`config.mk`:
```
export PLATFORM = sky130hd
export DESIGN_NAME = decode_stage
export DESIGN_NICKNAME = d
export VERILOG_FILES = /design/src/rtl/decode_stage.sv
export SDC_FILE = /design/constraint.sdc
export NUM_CORES = 1
export LEC_CHECK = 0
export CORE_MARGIN = 4
export CORE_UTILIZATION = 40
export DETAILED_ROUTE_END_ITERATION = 12
export GPL_ROUTABILITY_DRIVEN = 0
export PLACE_DENSITY = 0.73
export SYNTH_ARGS = -nofsm -noshare
export SYNTH_HDL_FRONTEND = slang
export SYNTH_SLANG_ARGS = --single-unit
```
`constraint.sdc`:
```
create_clock -name clk -period 2 [get_ports clk]
set_input_delay 0.2 -clock clk [delete_from_list [all_inputs] [get_ports clk]]
set_output_delay 0.2 -clock clk [all_outputs]
set_load 0.005 [all_outputs]
```
`src/rtl/decode_stage.sv`:
```
// Single-slot RV32I decode stage: registers the decoded fields, format code and
// XLEN-wide sign-extended immediate behind a valid/ready handshake with flush.
module decode_stage #(
   parameter int unsigned XLEN  = 32,
   parameter int unsigned CNT_W = 16
) (
   input  logic             clk,
   input  logic             rst_n,
   input  logic             in_valid,
   input  logic [31:0]      in_inst,
   output logic             in_ready,
   input  logic             flush,
   output logic             out_valid,
   input  logic             out_ready,
   output logic [6:0]       out_opcode,
   output logic [4:0]       out_rd,
   output logic [4:0]       out_rs1,
   output logic [4:0]       out_rs2,
   output logic [2:0]       out_func3,
   output logic [6:0]       out_func7,
   output logic [XLEN-1:0]  out_imm,
   output logic [2:0]       out_fmt,
   output logic             out_illegal,
   output logic [CNT_W-1:0] dec_count
);

   typedef enum logic {
      EMPTY = 1'b0,
      FULL  = 1'b1
   } state_e;

   typedef enum logic [2:0] {
      FMT_R   = 3'd0,
      FMT_I   = 3'd1,
      FMT_S   = 3'd2,
      FMT_B   = 3'd3,
      FMT_U   = 3'd4,
      FMT_J   = 3'd5,
      FMT_ILL = 3'd7
   } fmt_e;

   state_e            state_q, state_d;
   logic [31:0]       inst_q;
   fmt_e              fmt_q, fmt_d;
   logic [XLEN-1:0]   imm_q, imm_d;
   logic              illegal_q, illegal_d;
   logic [CNT_W-1:0]  cnt_q, cnt_d;
   logic              accept;
   logic              load;
   logic              sgn;

   assign in_ready = ((state_q == EMPTY) || out_ready) && !flush;
   assign accept   = in_valid && in_ready;
   assign sgn      = in_inst[31];

   // Decode of the incoming word; only captured on accept.
   always_comb begin
      fmt_d     = FMT_ILL;
      imm_d     = '0;
      illegal_d = 1'b1;
      if (in_inst[1:0] == 2'b11) begin
         illegal_d = 1'b0;
         case (in_inst[6:0])
            7'b0110011: fmt_d = FMT_R;
            7'b0010011, 7'b0000011, 7'b1100111, 7'b0001111, 7'b1110011: begin
               fmt_d = FMT_I;
               imm_d = {{(XLEN-12){sgn}}, in_inst[31:20]};
            end
            7'b0100011: begin
               fmt_d = FMT_S;
               imm_d = {{(XLEN-12){sgn}}, in_inst[31:25], in_inst[11:7]};
            end
            7'b1100011: begin
               fmt_d = FMT_B;
               imm_d = {{(XLEN-13){sgn}}, in_inst[31], in_inst[7],
                        in_inst[30:25], in_inst[11:8], 1'b0};
            end
            7'b0110111, 7'b0010111: begin
               fmt_d = FMT_U;
               // bit 31 folded into the replication so XLEN=32 needs no zero-width term
               imm_d = {{(XLEN-31){sgn}}, in_inst[30:12], 12'b0};
            end
            7'b1101111: begin
               fmt_d = FMT_J;
               imm_d = {{(XLEN-21){sgn}}, in_inst[31], in_inst[19:12],
                        in_inst[20], in_inst[30:21], 1'b0};
            end
            default: begin
               fmt_d     = FMT_ILL;
               illegal_d = 1'b1;
            end
         endcase
      end
   end

   always_comb begin
      state_d = state_q;
      load    = 1'b0;
      cnt_d   = cnt_q;
      if (flush) begin
         state_d = EMPTY;
      end else begin
         if (accept) begin
            state_d = FULL;
            load    = 1'b1;
         end else if (out_ready) begin
            state_d = EMPTY;
         end
         if ((state_q == FULL) && out_ready) begin
            cnt_d = cnt_q + CNT_W'(1);
         end
      end
   end

   always_ff @(posedge clk or negedge rst_n) begin
      if (!rst_n) begin
         state_q   <= EMPTY;
         inst_q    <= '0;
         fmt_q     <= FMT_R;
         imm_q     <= '0;
         illegal_q <= 1'b0;
         cnt_q     <= '0;
      end else begin
         state_q <= state_d;
         cnt_q   <= cnt_d;
         if (load) begin
            inst_q    <= in_inst;
            fmt_q     <= fmt_d;
            imm_q     <= imm_d;
            illegal_q <= illegal_d;
         end
      end
   end

   assign out_valid   = (state_q == FULL);
   assign out_opcode  = inst_q[6:0];
   assign out_rd      = inst_q[11:7];
   assign out_rs1     = inst_q[19:15];
   assign out_rs2     = inst_q[24:20];
   assign out_func3   = inst_q[14:12];
   assign out_func7   = inst_q[31:25];
   assign out_imm     = imm_q;
   assign out_fmt     = fmt_q;
   assign out_illegal = illegal_q;
   assign dec_count   = cnt_q;

endmodule

```
==> flow_summary.yaml, run 1 <==
timing:
  fin_crit_ns: 1.909
  max_freq_ghz: 0.5237
  hold_slack_ns: 0.3690
  slew_viol_final: 0
  final.setup.tns_ns: 0
  fin_skew_ns: 0.007186
  worst_slew_pin_slew_ns: 0.6562
  rsz0062_at_grt: "false"
  relSlewSlack: 0.5585
  final-setup-viol-count: 0
  period_share: 0.9547
  hold_viol_final: 0
placed_design:
  io_buffers: 122
  hpwl_mm: 8.487
  placed_cell_area_sq_um: 5662
power_and_ir_drop:
  p_sw_uw: 1081
  pwr-share-comb: 0.197
  p_clk_frac: 0.326
  vdd_drop_max_mv: 0.2914
  p_int_uw: 3086
  p_leak_uw: 0.002571
  p_sw_frac: 0.2594
  seq_power_share: 0.476
  powerDensity_nw_per_um2: 703.4
setup_path:
  arrival_ns: 2.15
  rr_startpoint: "out_valid$_DFFE_PN0P_"
  cp-start-kind: "primary input"
  rr_worst_depth: 6
  cp_max_fo: 9
  critPathLaunch: "in_inst[6]"
  required_ns: 2.24
  endpoint_kind: "flip-flop"
  crit_type: "in2reg"
final_layout:
  nFillCells: 869
  num-nets-final: 594
  drive_gt1_frac: 0.1569
  final_cell_area_sq_um: 5924
  antennaDiodeCount: 0
  seq_area_sq_um: 2127
  areaGrowthSynthToFinish_pct: 47.37
  multi_input_area_sq_um: 1772
floorplanning:
  ioPinCount: 123
  dieWidth_microns: 108.3
  core-area_sq_um: 9774
  die_h_microns: 108.3
  die_area_sq_um: 11720
  start_util: 0.4113
  row_count: 36
clocking:
  cts_tree: "built"
  root_buffer: "clkbuf_8"
  cts_sinks: 85
  clockBufferDepth: 2
  clkLatencyLatePin_ns: 0.35
  clk_pin_slew_ns: 0.08
  h-tree-depth: 3
  cts_buffers: 9
logic_synthesis:
  async_flop_share: 1.000
  synth_area_leaders: "dfrtp_1 53%, nand2_1 11%, a22oi_1 3.4%"
  synth_warnings: 0
  syn_inst: 398
  synth_edf_count: 0
  yosysSeqAreaShare: 0.5291
  syn_avg_cell_area_sq_um: 10.10
  synth_top_area_frac: 0.5291
  synth_top_flop_cell: "dfrtp_1"
  synthDistinctLibCells: 58
  synth_top_cell_by_area: "dfrtp_1"
  syn_area_sq_um: 4020
  syn_nets: 436
  synth_seq_cells: 85
global_route:
  grt_pass1_wl_mm: 18.44
  grtUsageTotal: 0.2002
  antenna_found_initial: 0
  grt_max_degree: 62
  grt_remaining_overflow: 0
  grt_pass1_vias: 3643
run_status:
  outcome: "completed"
min_path:
  hp-class: "in2async"
routing:
  via_per_inst: 5.226
  drtIter0Drc: 134
  drc: 0
  dr_total_vias: 3627
  antenna_left: 0
  dr.pass1.iters: 6
  wl_per_cell_microns: 16.34
  routed_wl_mm: 11.34
flow_run:
  drv_cap: 0
-- worst paths after layout --
| path | to | slack (ns) |
|---|---|---|
| min in group clk | inst_q[13]$_DFFE_PN0P_ | 0.41 |
| worst min register to register | dec_count[15]$_DFFE_PN0P_ | 0.47 |
| max in group asynchronous | inst_q[15]$_DFFE_PN0P_ | 0.98 |
| worst max register to register | out_imm[14]$_DFFE_PN0P_ | 0.32 |
| worst max-delay path | out_fmt[0]$_DFFE_PN0P_ | 0.09 |
| worst min-delay path | inst_q[3]$_DFFE_PN0P_ | 0.37 |
-- metrics by stage --
stage / util / setup WS (ns) / instances / power (uW)
detailed placement: 0.5792 / -0.5401 / 676 / 2845
CTS: 0.6060 / 0.09005 / 694 / 4203
global placement: 0.5792 / -0.4131 / 676 / 2821
floorplan: - / 0.3912 / 398 / 2272
finish: 0.6061 / 0.09069 / 694 / 4167
global route: 0.6061 / 0.02609 / 694 / 4371
-- cell families after synthesis --
logic type,synth area share
adder cells (fa/ha/maj),0.003112
XOR/XNOR,0.03268
buffers and inverters,0.03517
AO/OA/AOI/OAI,0.1849
flip-flops,0.5291
multiplexers,0.002801
AND/OR/NAND/NOR,0.2123
-- synthesized netlist by cell type (3+ instances only) --
cell type / number
o21ai_0: 17
inv_1: 4
nand2b_1: 3
buf_2: 11
nor2_1: 9
a22oi_2: 8
dfrtp_1: 85
nor4_1: 6
nand3_1: 4
o32a_1: 3
nor3_1: 5
clkbuf_1: 11
xor2_1: 10
a221o_1: 4
a21oi_1: 4
a32oi_1: 9
nand3b_1: 3
nor2b_1: 4
xnor2_1: 5
nand4_1: 6
a22o_1: 6
nand2_1: 120
a211oi_1: 3
a22oi_1: 18
and4_1: 5
-- cell usage in the layout, fill, tap and decap left out, types with 3 or more instances in the layout --
| cell | count |
|---|---|
| o21ai_0 | 17 |
| nand3b_1 | 3 |
| clkdlybuf4s50_1 | 121 |
| xnor2_1 | 5 |
| a22oi_1 | 18 |
| a21oi_1 | 4 |
| a32oi_1 | 9 |
| nand4_1 | 6 |
| nand3_1 | 4 |
| nand2_1 | 120 |
| dfrtp_1 | 85 |
| and4_1 | 5 |
| nor3_1 | 5 |
| nor4_1 | 6 |
| inv_1 | 4 |
| a211oi_1 | 3 |
| nor2b_1 | 4 |
| xor2_1 | 10 |
| nand2b_1 | 3 |
| clkbuf_8 | 10 |
| a22o_1 | 6 |
| nor2_1 | 9 |
| a22oi_2 | 8 |
| a221o_1 | 4 |
| buf_4 | 48 |
| o32a_1 | 3 |
-- critical path, cell delays in order --
cell             delay, ns
clkdlybuf4s50_1       0.56
or3b_4                0.46
buf_4                 0.17
a2111oi_4             0.31
a21oi_2               0.09
o32a_1                0.36
-- power by group through the flow --
stage	Sequential [uW]	Clock (uW)	Combinational [uW]
after floorplan	2020	0	256
after global placement	2010	0	809
after detailed placement	2020	0	828
after CTS	1980	1380	835
after global routing	2010	1460	901
final	1980	1360	823
-- area by class of cell --
cell class	instances	share of cell area
clock buffer	11	0.02386
clock inverter	5	0.01373
inverter	4	0.002534
multi-input combinational	284	0.2990
sequential	85	0.3590
tap	133	0.02809
timing repair buffer	172	0.2737
-- sequential cells by signal (all words and copies together), names as in the netlist --
name / flops
dec_count: 16
inst_q: 32
out_fmt: 3
out_valid: 1
out_illegal: 1
out_imm: 32
-- routing by layer --
layer | vias up | routed length [microns] | GRT usage
li1 | 1730 | - | -
met1 | 1795 | 4866 | 0.2622
met2 | 87 | 5816 | 0.3370
met3 | 15 | 444 | 0.03642
met4 | 0 | 214 | 0.06402
met5 | - | 0 | 0
-- repair_timing --
action                                 CTS  global route
hold buffers                             1             0
setup buffers                            1             0
endpoints found under the hold margin   41             0
pin swaps                                1             0
setup endpoints to repair               16             1
gates resized for setup                  1             1
Note: power is estimated with default switching activity, not from simulation.
==> run 2, diff against run 1 <==
Settings changed: MAX_ROUTING_LAYER set to met4, RECOVER_POWER set to 25.
==> run 2 against run 1 <==
Against the previous run: register-to-register slack barely moved; wire length fell by 0.57%; die area did not move; design area fell by 0.19%; sequential power barely moved; sequential cell count did not move; clock-buffer cell count did not move; largest power group unchanged; critical path type unchanged; largest cell class unchanged; worst setup slack improved by 0.0010 ns; total power fell by 0.12%; combinational power barely moved; sequential share of layout area rose by 0.068 points; critical path depth did not move.
==> flow_summary.yaml, run 2 (synthesis gave the netlist of run 1 again) <==
run_status:
  outcome: "completed"
timing:
  rsz0062_at_grt: "false"
  period_share: 0.9541
  relSlewSlack: 0.2829
  slew_viol_final: 0
  fin_skew_ns: 0.007001
  worst_slew_pin_slew_ns: 1.076
  final-setup-viol-count: 0
  hold_viol_final: 0
  max_freq_ghz: 0.5240
  fin_crit_ns: 1.908
  hold_slack_ns: 0.4093
floorplanning:
  dieWidth_microns: 108.3
  row_count: 36
  die_area_sq_um: 11720
  start_util: 0.4113
  die_h_microns: 108.3
  core-area_sq_um: 9774
  ioPinCount: 123
power_and_ir_drop:
  p_clk_frac: 0.327
  seq_power_share: 0.476
  vdd_drop_max_mv: 0.2911
  p_sw_uw: 1078
  p_int_uw: 3084
  pwr-share-comb: 0.197
  p_leak_uw: 0.002564
  p_sw_frac: 0.2590
  powerDensity_nw_per_um2: 703.9
clocking:
  cts_sinks: 85
  cts_buffers: 9
  clkLatencyLatePin_ns: 0.35
  root_buffer: "clkbuf_8"
  clockBufferDepth: 2
  h-tree-depth: 3
  clk_pin_slew_ns: 0.09
  cts_tree: "built"
global_route:
  grt_max_degree: 62
  grt_pass1_vias: 3648
  grt_remaining_overflow: 0
  antenna_found_initial: 0
  grt_pass1_wl_mm: 18.44
  grtUsageTotal: 0.2060
setup_path:
  crit_type: "in2reg"
  cp-start-kind: "primary input"
  arrival_ns: 2.14
  required_ns: 2.24
  cp_max_fo: 9
  endpoint_kind: "flip-flop"
routing:
  via_per_inst: 5.210
  routed_wl_mm: 11.28
  wl_per_cell_microns: 16.25
  dr.pass1.iters: 4
  antenna_left: 0
  drtIter0Drc: 127
  drc: 0
  dr_total_vias: 3616
final_layout:
  final_cell_area_sq_um: 5913
  areaGrowthSynthToFinish_pct: 47.09
  multi_input_area_sq_um: 1772
  final_cells: 694
  mostFrequentLayoutCell: "clkdlybuf4s50_1"
  antennaDiodeCount: 0
  num-nets-final: 594
  utilization: 0.6050
  most-common-layout-cells: "121 x clkdlybuf4s50_1, 120 x nand2_1, 85 x dfrtp_1"
  nFillCells: 872
  seq_area_sq_um: 2127
  drive_gt1_frac: 0.1551
min_path:
  hp-class: "in2reg"
placed_design:
  io_buffers: 122
  placed_cell_area_sq_um: 5662
  hpwl_mm: 8.487
  placedCellCount: 676
flow_run:
  drv_cap: 0
[run 2: final timing paths]
path / to / cells past startpoint / slack (ns) / start
max in group asynchronous: inst_q[15]$_DFFE_PN0P_ / 3 / 0.43 / rst_n
min: inst_q[13]$_DFFE_PN0P_ / 3 / 0.41 / in_inst[13]
max reg2reg: out_imm[14]$_DFFE_PN0P_ / 6 / 0.33 / out_valid$_DFFE_PN0P_
max: out_fmt[0]$_DFFE_PN0P_ / 6 / 0.09 / in_inst[6]
min in group asynchronous: inst_q[3]$_DFFE_PN0P_ / 2 / 0.57 / rst_n
min reg2reg: dec_count[15]$_DFFE_PN0P_ / 1 / 0.47 / dec_count[15]$_DFFE_PN0P_
[run 2: what timing repair did]
action                                  4_1_cts  5_1_grt
buffers inserted                              1        0
hold buffers                                  1        0
resized for setup                             1        1
hold endpoints to repair                     41        0
pin swaps                                     1        0
endpoints found under the setup margin       16        1
[run 2: stage by stage]
stage	setup WS, ns	setup TNS (ns)	power, uW
after floorplan	0.3912	0	2272
after global routing	0.02546	0	4368
after CTS	0.09005	0	4203
final	0.09173	0	4162
after global placement	-0.4131	-8.310	2821
after detailed placement	-0.5401	-11.53	2845
[run 2: power by group through the flow]
stage               combinational, uW  clock (uW)  sequential, uW
CTS                               835        1380            1980
finish                            820        1360            1980
global placement                  809           0            2010
detailed placement                828           0            2020
global route                      898        1460            2010
floorplan                         256           0            2020
[run 2: cell type report]
type / count / area share
Clock buffer: 11 / 0.02391
Clock inverter: 5 / 0.01375
Inverter: 4 / 0.002539
Multi-Input combinational cell: 284 / 0.2996
Sequential cell: 85 / 0.3597
Tap cell: 133 / 0.02814
Timing Repair Buffer: 172 / 0.2723
[run 2: worst max-delay path, cell delays in order]
cell and delay, ns:
clkdlybuf4s50_1 0.56, or3b_4 0.46, buf_4 0.17, a2111oi_4 0.31, a21oi_2 0.09, o32a_1 0.36
[run 2: layer usage]
metal / share of wire / global-route usage
met1: 0.44 / 0.2633
met4: 0.021 / 0.07484
met5: 0 / -
met3: 0.037 / 0.02627
met2: 0.51 / 0.3379
